<file path="src/rtl/mc_sequencer.sv">
// Microcode sequencer: runs the S1..S6 phase counter, picks the next microcode
// ROM address (reset, interrupt, opcode, continuation or NOP entry) and captures the ROM word.
module mc_sequencer #(
   parameter int                         MCODE_WIDTH   = 54,
   parameter int                         MC_ADDR_WIDTH = 9,
   parameter logic [MC_ADDR_WIDTH-1:0]   RESET_ENTRY   = 9'h1FE,
   parameter logic [MC_ADDR_WIDTH-1:0]   INT_ENTRY     = 9'h1FC
) (
   input  logic                                 clk,
   input  logic                                 reset,
   input  logic                                 i_hold,
   input  logic [7:0]                           i_opcode,
   input  logic                                 i_opcode_vld,
   input  logic                                 i_int_req,
   input  logic [MCODE_WIDTH+MC_ADDR_WIDTH-1:0] i_mc_rom_data,
   output logic [MC_ADDR_WIDTH-1:0]             o_mc_addr,
   output logic [MCODE_WIDTH-1:0]               o_mc_b,
   output logic [3:0]                           o_t_p_d,
   output logic [3:0]                           o_t_p_q,
   output logic                                 o_int_ack,
   output logic                                 o_instr_done
);

   logic [3:0]               t_p_q;
   logic [3:0]               t_p_d;
   logic [MC_ADDR_WIDTH-1:0] mc_addr;
   logic [MCODE_WIDTH-1:0]   mc_b;
   logic                     first_flag;
   logic                     int_ack_r;
   logic                     instr_done_r;

   logic                     addr_edge;
   logic                     capture_edge;
   logic                     continuation;
   logic [MC_ADDR_WIDTH-1:0] next_addr;
   logic                     take_int;
   logic                     boundary_done;

   // Illegal phase codes (0, 7..15) fall back to S1 just like a normal S6 wrap.
   always_comb begin
      t_p_d = t_p_q;
      if (!i_hold) begin
         if (t_p_q == 4'd0 || t_p_q >= 4'd6) t_p_d = 4'd1;
         else                                 t_p_d = t_p_q + 4'd1;
      end
   end

   assign addr_edge    = (t_p_q == 4'd5) && !i_hold;
   assign capture_edge = (t_p_q == 4'd6) && !i_hold;
   assign continuation = mc_b[MCODE_WIDTH-1];

   always_comb begin
      next_addr     = '0;
      take_int      = 1'b0;
      boundary_done = 1'b0;
      if (continuation) begin
         next_addr = i_mc_rom_data[MCODE_WIDTH +: MC_ADDR_WIDTH];
      end else if (first_flag) begin
         next_addr = RESET_ENTRY;
      end else if (i_int_req) begin
         next_addr     = INT_ENTRY;
         take_int      = 1'b1;
         boundary_done = 1'b1;
      end else if (i_opcode_vld) begin
         next_addr     = MC_ADDR_WIDTH'({i_opcode, 1'b0});
         boundary_done = 1'b1;
      end else begin
         next_addr     = '0;
         boundary_done = 1'b1;
      end
   end

   always_ff @(posedge clk) begin
      if (reset) begin
         t_p_q        <= 4'd5;
         mc_addr      <= '0;
         mc_b         <= '0;
         first_flag   <= 1'b1;
         int_ack_r    <= 1'b0;
         instr_done_r <= 1'b0;
      end else begin
         t_p_q        <= t_p_d;
         int_ack_r    <= 1'b0;
         instr_done_r <= 1'b0;
         if (addr_edge) begin
            mc_addr      <= next_addr;
            int_ack_r    <= take_int;
            instr_done_r <= boundary_done;
            if (!continuation) first_flag <= 1'b0;
         end
         if (capture_edge) mc_b <= i_mc_rom_data[MCODE_WIDTH-1:0];
      end
   end

   // Pulses are masked while stalled so a hold never stretches them.
   assign o_int_ack    = int_ack_r & ~i_hold;
   assign o_instr_done = instr_done_r & ~i_hold;
   assign o_mc_addr    = mc_addr;
   assign o_mc_b       = mc_b;
   assign o_t_p_q      = t_p_q;
   assign o_t_p_d      = t_p_d;

endmodule

</file>
<file path="config.mk">
export PLATFORM = sky130hd
export DESIGN_NAME = mc_sequencer
export DESIGN_NICKNAME = d
export VERILOG_FILES = /design/src/rtl/mc_sequencer.sv
export SDC_FILE = /design/constraint.sdc
export NUM_CORES = 1
export LEC_CHECK = 0
export CORE_MARGIN = 8
export CORE_UTILIZATION = 45
export DETAILED_ROUTE_END_ITERATION = 10
export DONT_BUFFER_PORTS = 1
export HOLD_SLACK_MARGIN = 0.03
export PLACE_DENSITY = 0.59
export SKIP_CTS_REPAIR_TIMING = 1
export SYNTH_ARGS = -nofsm -noshare
export SYNTH_HDL_FRONTEND = slang
export SYNTH_SLANG_ARGS = --single-unit
export TNS_END_PERCENT = 50
</file>
<file path="constraint.sdc">
create_clock -name clk -period 3.2 [get_ports clk]
set_clock_uncertainty 0.15 [all_clocks]
set_input_delay 0.32 -clock clk [delete_from_list [all_inputs] [get_ports clk]]
set_output_delay 0.32 -clock clk [all_outputs]
set_load 0.02 [all_outputs]
</file>
==> qor.yml, run 1 <==
route:
  postRouteWirelength_mm: 7.754
  drt_iter0_drc: 107
  wl_met2_mm: 3.812
  wl_met1_mm: 2.868
  first_pass_iters: 4
  wl_met3_um: 963
  drt-wirelength-per-cell_um: 16.78
  highest_layer: "met4"
  vias: 2401
  ant_nets: 0
  vias_per_cell: 5.197
  drc_errors: 0
clocking:
  cts_htree_levels: 3
  cts_sinks: 70
  clock-root-buffer: "clkbuf_8"
  clk_pin_slew_ps: 70
  max-clock-path-buffers: 2
  cts_tree: "built"
  clkLatencyLatePin_ps: 320
  numCtsBuffers: 9
floorplanning:
  row_count: 28
  coreArea_um2: 5921
  start_util_pct: 46.37
  die_w_um: 94.11
  ios: 149
  die-area_um2: 8856
  fp.dieH_um: 94.11
sta:
  rsz0062_at_grt: "no"
  max_slew.worst_pin.slew_ps: 852.0
  setup_tns_ps: 0
  finalCritPeriodShare_pct: 82.04
  hold_violations: 0
  maxSlewViolCount: 0
  max_freq_mhz: 380.9
  slew_headroom_pct: 43.12
  finalSetupViolations: 0
  finalWorstPathRequiredPeriod_ps: 2625
  layout_setup_ws_ps: 574.9
place:
  dp_cells: 389
  dp_hpwl_mm: 5.072
  place_congestion: 0.8132
  dp_slack_ps: 901.0
  port_buffers: 0
global_route:
  track_usage_pct: 15.83
  grt_overflow: 0
  grt_max_degree: 69
  grt_pass1_vias: 2157
  grt_pass1_wl_mm: 10.92
  antenna_found_initial: 0
yosys:
  synth_xor_area_share_pct: 0
  synth_compound_area_share_pct: 18.55
  yosys-mux-area-fraction_pct: 0
  synth_simple_gate_area_share_pct: 21.79
  syn_area_um2: 2745
  synth_top_family_by_area: "simple AND/OR/NAND/NOR gates"
  syn_inst: 337
  synth_cell_type_count: 30
  ys_warn_count: 0
  yosysSeqAreaShare_pct: 51.05
  syn_avg_cell_area_um2: 8.146
  yosys-top-cells-area: "dfxtp_1 51%, nand2_1 16%, a21oi_1 11%"
  synth_nets: 417
  synthAdderAreaFrac_pct: 1.823
  yosys.area.top_type: "dfxtp_1"
  ys_ff_latch: 70
  synth_top_area_share_pct: 51.05
cells_and_area:
  areaGrowthSynthToFinish_pct: 27.76
  fillCellCount: 542
  drive_above_1_share_pct: 5.440
  finalNetCount: 461
  stdcell_count: 462
flow_run:
  maxCapViolCount: 0
hold_path:
  hp-class: "input pin to flip-flop"
power:
  peakVddDrop_mv: 0.3127
  leakage_nw: 1.267
  power.density_nw_per_um2: 568.8
critical_path:
  worst-path-max-fanout: 6
  crit_required_ps: 2730
  crit_path_start_kind: "flip-flop"
  crit_type: "flip-flop to primary output"
  arrival_ps: 2160
  crit_path_end_kind: "primary output"
status:
  status: "finished, final reports clean"
==> metal layers <==
metal / vias to the layer above / track usage (%)
li1: 1208 / -
met3: 11 / 9.592
met2: 93 / 25.44
met4: 0 / 8.058
met1: 1089 / 15.78
met5: - / 0
==> registers in the layout, summed over array words and instances, names as in the netlist <==
signal and flops:
o_t_p_q 4, instr_done_r 1, int_ack_r 1, first_flag 1, o_mc_addr 9, o_mc_b 54
==> worst max-delay path, stage by stage, from the launching register on <==
cell	delay (ps)
dfxtp_1	550
inv_1	140
ha_1	270
or3b_1	420
o21ai_0	120
a32o_1	330
==> where the power goes <==
group | total, mW | switching, mW | internal (mW)
clock network | 0.709 | 0.310 | 0.399
registers | 1.02 | 0.102 | 0.917
logic | 0.267 | 0.141 | 0.126
==> cells in the final DEF (no fill, tap or decap), types with 2 or more instances in the layout <==
master and count:
o21ai_0 5, clkinv_2 3, dlygate4sd3_1 55, nor2b_1 3, inv_1 11, a211o_1 8, and2_1 2, clkbuf_8 11
a21oi_1 63, nand2_1 119, nor2_1 4, ha_1 4, nand4bb_1 2, a2111oi_0 7, dfxtp_1 70
==> synth_stat cells <==
cell / number
nor4_1: 1
a211o_1: 8
a221o_1: 1
nand2_1: 119
ha_1: 4
buf_6: 5
nor2_1: 4
buf_2: 8
a32o_1: 1
and2_1: 2
nor2b_1: 3
or2_1: 1
buf_1: 2
clkbuf_1: 9
a21oi_1: 63
and3_1: 1
nor4_2: 1
a41o_1: 1
inv_1: 11
buf_4: 1
and4bb_1: 1
a2111oi_0: 7
nand4bb_1: 3
nand2b_1: 1
a21o_1: 1
nand3_1: 1
o21ai_0: 5
dfxtp_1: 70
nand3b_1: 1
or3b_1: 1
==> layout make-up <==
class / instances / area, um^2 / area share (%)
sequential: 70 / 1401 / 39.96
tap: 75 / 93.84 / 2.676
multi-input combinational: 231 / 1162 / 33.14
clock inverter: 4 / 45.04 / 1.284
antenna: 1 / 2.502 / 0.07135
timing repair buffer: 58 / 605.6 / 17.27
inverter: 11 / 41.29 / 1.177
clock buffer: 12 / 155.1 / 4.424
==> logic make-up after synthesis <==
group	after synthesis
AND/OR/NAND/NOR	140
AO/OA/AOI/OAI	87
flip-flops	70
buffers and inverters	36
adder cells (fa/ha/maj)	4
==> final timing paths <==
path	startpoint	end	slack (ps)	cells past startpoint
worst min register to register	o_mc_b[30]$_SDFFE_PP0P_	o_mc_b[30]$_SDFFE_PP0P_	410	2
worst max register to register	o_t_p_q[1]$_SDFF_PP0_	o_mc_b[24]$_SDFFE_PP0P_	820	5
worst min-delay path	i_mc_rom_data[54]	o_mc_addr[0]$_SDFFE_PP0P_	70	3
worst max-delay path	o_t_p_q[0]$_SDFF_PP1_	o_t_p_d[1]	570	5
==> stage by stage <==
stage	hold slack [ps]	util, %	power [mW]	area (um^2)
global route	75.08	59.19	2.094	3505
floorplan	247.5	-	1.205	2745
CTS	-124.9	49.43	1.953	2927
global placement	246.2	46.05	1.229	2726
detailed placement	249.2	46.05	1.236	2726
finish	71.66	59.24	1.995	3507
Power figures use the tool's default switching activity.
==> run 2, diff against run 1 <==
==> constraint.sdc (replaced) <==
create_clock -name clk -period 2.69 [get_ports clk]
set_clock_uncertainty 0.15 [all_clocks]
set_input_delay 0.269 -clock clk [delete_from_list [all_inputs] [get_ports clk]]
set_output_delay 0.269 -clock clk [all_outputs]
set_load 0.02 [all_outputs]
==> qor.yml, run 2 (synthesized netlist as in run 1, its figures left out) <==
sta:
  finalSetupViolations: 0  # unchanged
  setup_tns_ps: 0  # unchanged
  finalCritPeriodShare_pct: 96.66
  max_slew.worst_pin.slew_ps: 644.4  # was 852.0 ps
  maxSlewViolCount: 0  # unchanged
  timing.hold.ws_ps: 12.79  # was 71.66 ps
  max_freq_mhz: 384.6
  layout_setup_ws_ps: 89.91  # was 574.9 ps
  hold_violations: 0  # unchanged
  finalWorstPathRequiredPeriod_ps: 2600
  rsz0062_at_grt: "no"  # unchanged
  slew_headroom_pct: 56.98  # was 43.12%
power:
  leakage_nw: 1.275  # was 1.267 nW
  peakVddDrop_mv: 0.4414  # was 0.3127 mV
  power.density_nw_per_um2: 647.8  # was 568.8 nW/um^2
floorplanning:
  row_count: 28  # unchanged
  die-area_um2: 8856  # unchanged
  coreArea_um2: 5921  # unchanged
  die_w_um: 94.11  # unchanged
  start_util_pct: 46.37  # unchanged
  fp.dieH_um: 94.11  # unchanged
  ios: 149  # unchanged
cells_and_area:
  layout_common_cells: "119 x nand2_1, 70 x dfxtp_1, 63 x a21oi_1"  # unchanged
  areaGrowthSynthToFinish_pct: 28.26  # was 27.76%
  final_common_cell: "nand2_1"  # unchanged
  largest_reg_flops: 54  # unchanged
  fillCellCount: 522  # was 542
  stdcell_count: 464  # was 462
  multi_input_area_um2: 1162  # unchanged
  finalNetCount: 466  # was 461
  drive_above_1_share_pct: 5.656  # was 5.440%
  diodes: 0  # was 1
  ff_latch_area_um2: 1401  # unchanged
critical_path:
  reg2reg_from: "o_t_p_q[1]$_SDFF_PP0_"  # unchanged
  slowest_stage: "dfxtp_1"  # unchanged
  crit_path_start_kind: "flip-flop"  # unchanged
  worst-path-max-fanout: 6  # unchanged
  arrival_ps: 2180  # was 2160 ps
  max_stage_delay_ps: 540  # was 550 ps
  crit_required_ps: 2270  # was 2730 ps
  crit_type: "flip-flop to primary output"  # unchanged
  cp_top_family: "flip-flops"  # unchanged
  crit_path_end_kind: "primary output"  # unchanged
  worst-path-buf-inv: 1  # unchanged
  startpoint: "o_t_p_q[0]$_SDFF_PP1_"  # unchanged
  path_cells: "inv_1, ha_1, or3b_1, o21ai_0, a32o_1"  # unchanged
global_route:
  grt_pass1_vias: 2102  # was 2157
  grt_pass1_wl_mm: 10.87  # was 10.92 mm
  antenna_found_initial: 0  # unchanged
  grt_overflow: 0  # unchanged
  grt_max_degree: 69  # unchanged
  track_usage_pct: 15.54  # was 15.83%
clocking:
  clkLatencyLatePin_ps: 320  # about the same
  clock-root-buffer: "clkbuf_8"  # unchanged
  cts_tree: "built"  # unchanged
  clk_pin_slew_ps: 70  # about the same
  cts_sinks: 70  # unchanged
  numCtsBuffers: 9  # unchanged
  max-clock-path-buffers: 2  # unchanged
  cts_htree_levels: 3  # unchanged
route:
  ant_nets: 0  # unchanged
  postRouteWirelength_mm: 7.680  # was 7.754 mm
  vias_per_cell: 5.263  # was 5.197
  vias: 2442  # was 2401
  first_pass_iters: 4  # unchanged
  drc_errors: 0  # unchanged
  drt_iter0_drc: 124  # was 107
  drt-wirelength-per-cell_um: 16.55  # was 16.78 um
hold_path:
  hp-class: "input pin to flip-flop"  # unchanged
  hold_start: "i_hold"  # was i_mc_rom_data[54]
place:
  dp_slack_ps: 439.2  # was 901.0 ps
  place_congestion: 0.8772  # was 0.8132
  dp_cells: 392  # was 389
  dp_hpwl_mm: 5.079  # was 5.072 mm
  port_buffers: 0  # unchanged
flow_run:
  maxCapViolCount: 0  # unchanged
status:
  status: "finished, final reports clean"  # unchanged
run 2: cell types whose count changed in the layout (fill, tap and decap cells not counted), sizes merged:
cell and change:
buf +3, clkinv -2, dlygate4sd3 +2, bufinv -1, clkbuf +1, diode -1
run 2: final timing paths:
| check | to | slack (ps) | depth (start not counted) |
|---|---|---|---|
| setup / recovery | o_t_p_d[1] | 90 | 5 |
| hold / removal | o_t_p_q[2]$_SDFF_PP1_ | 10 | 2 |
| setup reg to reg | o_mc_b[21]$_SDFFE_PP0P_ | 290 | 5 |
| hold reg to reg | o_mc_b[32]$_SDFFE_PP0P_ | 410 | 2 |
run 2: worst reg2reg max path, delay by kind of cell, from the launching register on:
kind / cells / cell delay (ps)
DFF: 1 / 590
AOI/OAI and AO/OA: 1 / 130
adders and majority gates: 1 / 320
buffers and inverters: 1 / 560
and+or+nand+nor: 2 / 610
run 2: per-layer routing:
| metal | vias up | part of all wire (%) | GRT usage (%) |
|---|---|---|---|
| li1 | 1215 | - | - |
| met1 | 1123 | 37 | 16.99 |
| met2 | 96 | 50 | 24.33 |
| met3 | 8 | 11 | 7.914 |
| met4 | 0 | 1.2 | 7.662 |
| met5 | - | 0 | 0 |
run 2: layout make-up:
cell class              count  area share [%]
repair buffers             63           18.41
clock inverters             1          0.1421
inverters                  11           1.173
flip-flops and latches     70           39.80
clock buffers              13           4.797
multi-input cells         231           33.01
well taps                  75           2.665
run 2: metrics by stage:
| stage | utilization (%) | area (um^2) | total power, mW |
|---|---|---|---|
| finish | 59.47 | 3521 | 2.281 |
| global route | 59.47 | 3521 | 2.396 |
| CTS | 49.37 | 2923 | 2.234 |
| detailed placement | 46.43 | 2749 | 1.477 |
| global placement | 46.43 | 2749 | 1.471 |
| floorplan | - | 2745 | 1.434 |
run 2: power breakdown:
group | internal, mW | switching (mW)
Clock | 0.399 | 0.343
Sequential | 1.09 | 0.121
Combinational | 0.156 | 0.170
Total | 1.65 | 0.634
==> run 3, diff against run 2 <==
--- a/config.mk
+++ b/config.mk
@@ -5,7 +5,7 @@
 export SDC_FILE = /design/constraint.sdc
 export NUM_CORES = 1
 export LEC_CHECK = 0
-export CORE_MARGIN = 8
+export CORE_MARGIN = 2
 export CORE_UTILIZATION = 45
 export DETAILED_ROUTE_END_ITERATION = 10
 export DONT_BUFFER_PORTS = 1
==> qor.yml, run 3 (synthesized netlist as in run 1, its figures left out) <==
status:
  status: "finished, final reports clean"  # unchanged
critical_path:
  crit_type: "flip-flop to primary output"  # unchanged
  crit_path_end_kind: "primary output"  # unchanged
  slowest_stage: "dfxtp_2"  # was dfxtp_1
  arrival_ps: 2020  # was 2180 ps
  path_cells: "inv_1, ha_1, or3b_1, o21ai_0, a32o_1"  # unchanged
  crit_required_ps: 2270  # about the same
  worst-path-max-fanout: 6  # unchanged
  crit_path_start_kind: "flip-flop"  # unchanged
  max_stage_delay_ps: 440  # was 540 ps
clocking:
  cts_tree: "built"  # unchanged
  max-clock-path-buffers: 2  # unchanged
  clkLatencyLatePin_ps: 330  # was 320 ps
  numCtsBuffers: 9  # unchanged
  cts_htree_levels: 3  # unchanged
  clk_pin_slew_ps: 70  # about the same
  clock-root-buffer: "clkbuf_8"  # unchanged
  cts_sinks: 70  # unchanged
global_route:
  track_usage_pct: 17.33  # was 15.54%
  antenna_found_initial: 0  # unchanged
  grt_pass1_vias: 1941  # was 2102
  grt_overflow: 0  # unchanged
  grt_max_degree: 69  # unchanged
  grt_pass1_wl_mm: 9.059  # was 10.87 mm
sta:
  rsz0062_at_grt: "no"  # unchanged
  max_freq_mhz: 410.0  # was 384.6 MHz
  hold_violations: 0  # unchanged
  finalSetupViolations: 0  # unchanged
  setup_tns_ps: 0  # unchanged
  finalCritPeriodShare_pct: 90.66  # was 96.66%
  finalWorstPathRequiredPeriod_ps: 2439  # was 2600 ps
  max_slew.worst_pin.slew_ps: 465.1  # was 644.4 ps
  maxSlewViolCount: 0  # unchanged
  slew_headroom_pct: 68.19  # was 56.98%
floorplanning:
  ios: 149  # unchanged
  coreArea_um2: 5921  # unchanged
  row_count: 28  # unchanged
  die-area_um2: 6741  # was 8856 um^2
  fp.dieH_um: 82.11  # was 94.11 um
  die_w_um: 82.11  # was 94.11 um
  start_util_pct: 46.37  # unchanged
power:
  leakage_nw: 1.283  # was 1.275 nW
  swShare_pct: 27.94  # was 27.79%
  peakVddDrop_mv: 0.4212  # was 0.4414 mV
  power.density_nw_per_um2: 656.4  # was 647.8 nW/um^2
  clockPowerShare_pct: 33.8  # was 32.5%
  pwr-share-seq_pct: 52.1  # was 53.2%
  p_switching_mw: 0.6482  # was 0.6339 mW
  intPower_mw: 1.672  # was 1.647 mW
  p_comb_share_pct: 14.1  # was 14.3%
cells_and_area:
  finalNetCount: 465  # was 466
  drive_above_1_share_pct: 5.897  # was 5.656%
  largest_reg_flops: 54  # unchanged
  areaGrowthSynthToFinish_pct: 28.76  # was 28.26%
  fillCellCount: 531  # was 522
  layout_common_cells: "119 x nand2_1, 69 x dfxtp_1, 63 x a21oi_1"  # was 119 x nand2_1, 70 x dfxtp_1, 63 x a21oi_1
  diodes: 0  # unchanged
  multi_input_area_um2: 1162  # unchanged
  stdcell_count: 465  # was 464
  final_common_cell: "nand2_1"  # unchanged
  ff_latch_area_um2: 1403  # was 1401 um^2
route:
  vias_per_cell: 5.222  # was 5.263
  drt_iter0_drc: 86  # was 124
  first_pass_iters: 5  # was 4
  drc_errors: 0  # unchanged
  postRouteWirelength_mm: 6.813  # was 7.680 mm
  vias: 2428  # was 2442
  ant_nets: 0  # unchanged
  drt-wirelength-per-cell_um: 14.65  # was 16.55 um
place:
  dp_cells: 391  # was 392
  port_buffers: 0  # unchanged
  dp_hpwl_mm: 4.140  # was 5.079 mm
  place_congestion: 0.9239  # was 0.8772
flow_run:
  maxCapViolCount: 0  # unchanged
hold_path:
  hp-class: "input pin to flip-flop"  # unchanged
==> run 3: layer usage <==
metal	wire length (um)	up-vias	global-route usage [%]
met5	0	-	0
met4	79	0	8.167
met3	597	9	5.978
met2	3500	104	29.59
met1	2635	1102	19.33
li1	-	1213	-
==> run 3: through the flow <==
step	area (um^2)	hold WS, ps	setup WS, ps	total power [mW]	utilization, %
5_1_grt	3535	30.22	120.0	2.425	59.70
4_1_cts	2935	-170.4	95.35	2.264	49.58
6_report	3535	17.86	251.2	2.320	59.70
3_5_place_dp	2754	194.8	475.6	1.472	46.51
2_1_floorplan	2745	196.5	622.0	1.434	-
3_3_place_gp	2754	192.2	518.1	1.466	46.51
==> run 3: area by class of cell <==
class	count	area share, %
inverter	11	1.168
sequential	70	39.68
tap	75	2.655
clock inverter	5	1.416
timing repair buffer	62	18.48
clock buffer	11	3.717
multi-input combinational	231	32.88
==> run 3: worst paths after layout <==
kind / startpoint / endpoint / slack [ps] / cells past startpoint
setup / recovery: o_t_p_q[0]$_SDFF_PP1_ / o_t_p_d[1] / 250 / 5
hold / removal: i_mc_rom_data[54] / o_mc_addr[0]$_SDFFE_PP0P_ / 20 / 3
setup reg to reg: o_t_p_q[1]$_SDFF_PP0_ / o_mc_b[24]$_SDFFE_PP0P_ / 310 / 5
hold reg to reg: o_mc_b[38]$_SDFFE_PP0P_ / o_mc_b[38]$_SDFFE_PP0P_ / 400 / 2
==> run 3: critical path, delay by kind of cell (launching register included) <==
kind | cells | cell delay, ps
AO/OA/AOI/OAI | 2 | 460
adder cells (fa/ha/maj) | 1 | 260
buffers and inverters | 1 | 110
AND/OR/NAND/NOR | 1 | 430
flip-flops | 1 | 440
==> run 3: power by group through the flow <==
stage	clock network (mW)	logic [mW]	registers, mW
2_1_floorplan	0	0.224	1.21
3_3_place_gp	0	0.236	1.23
3_5_place_dp	0	0.240	1.23
4_1_cts	0.815	0.242	1.21
5_1_grt	0.845	0.365	1.22
6_report	0.785	0.326	1.21
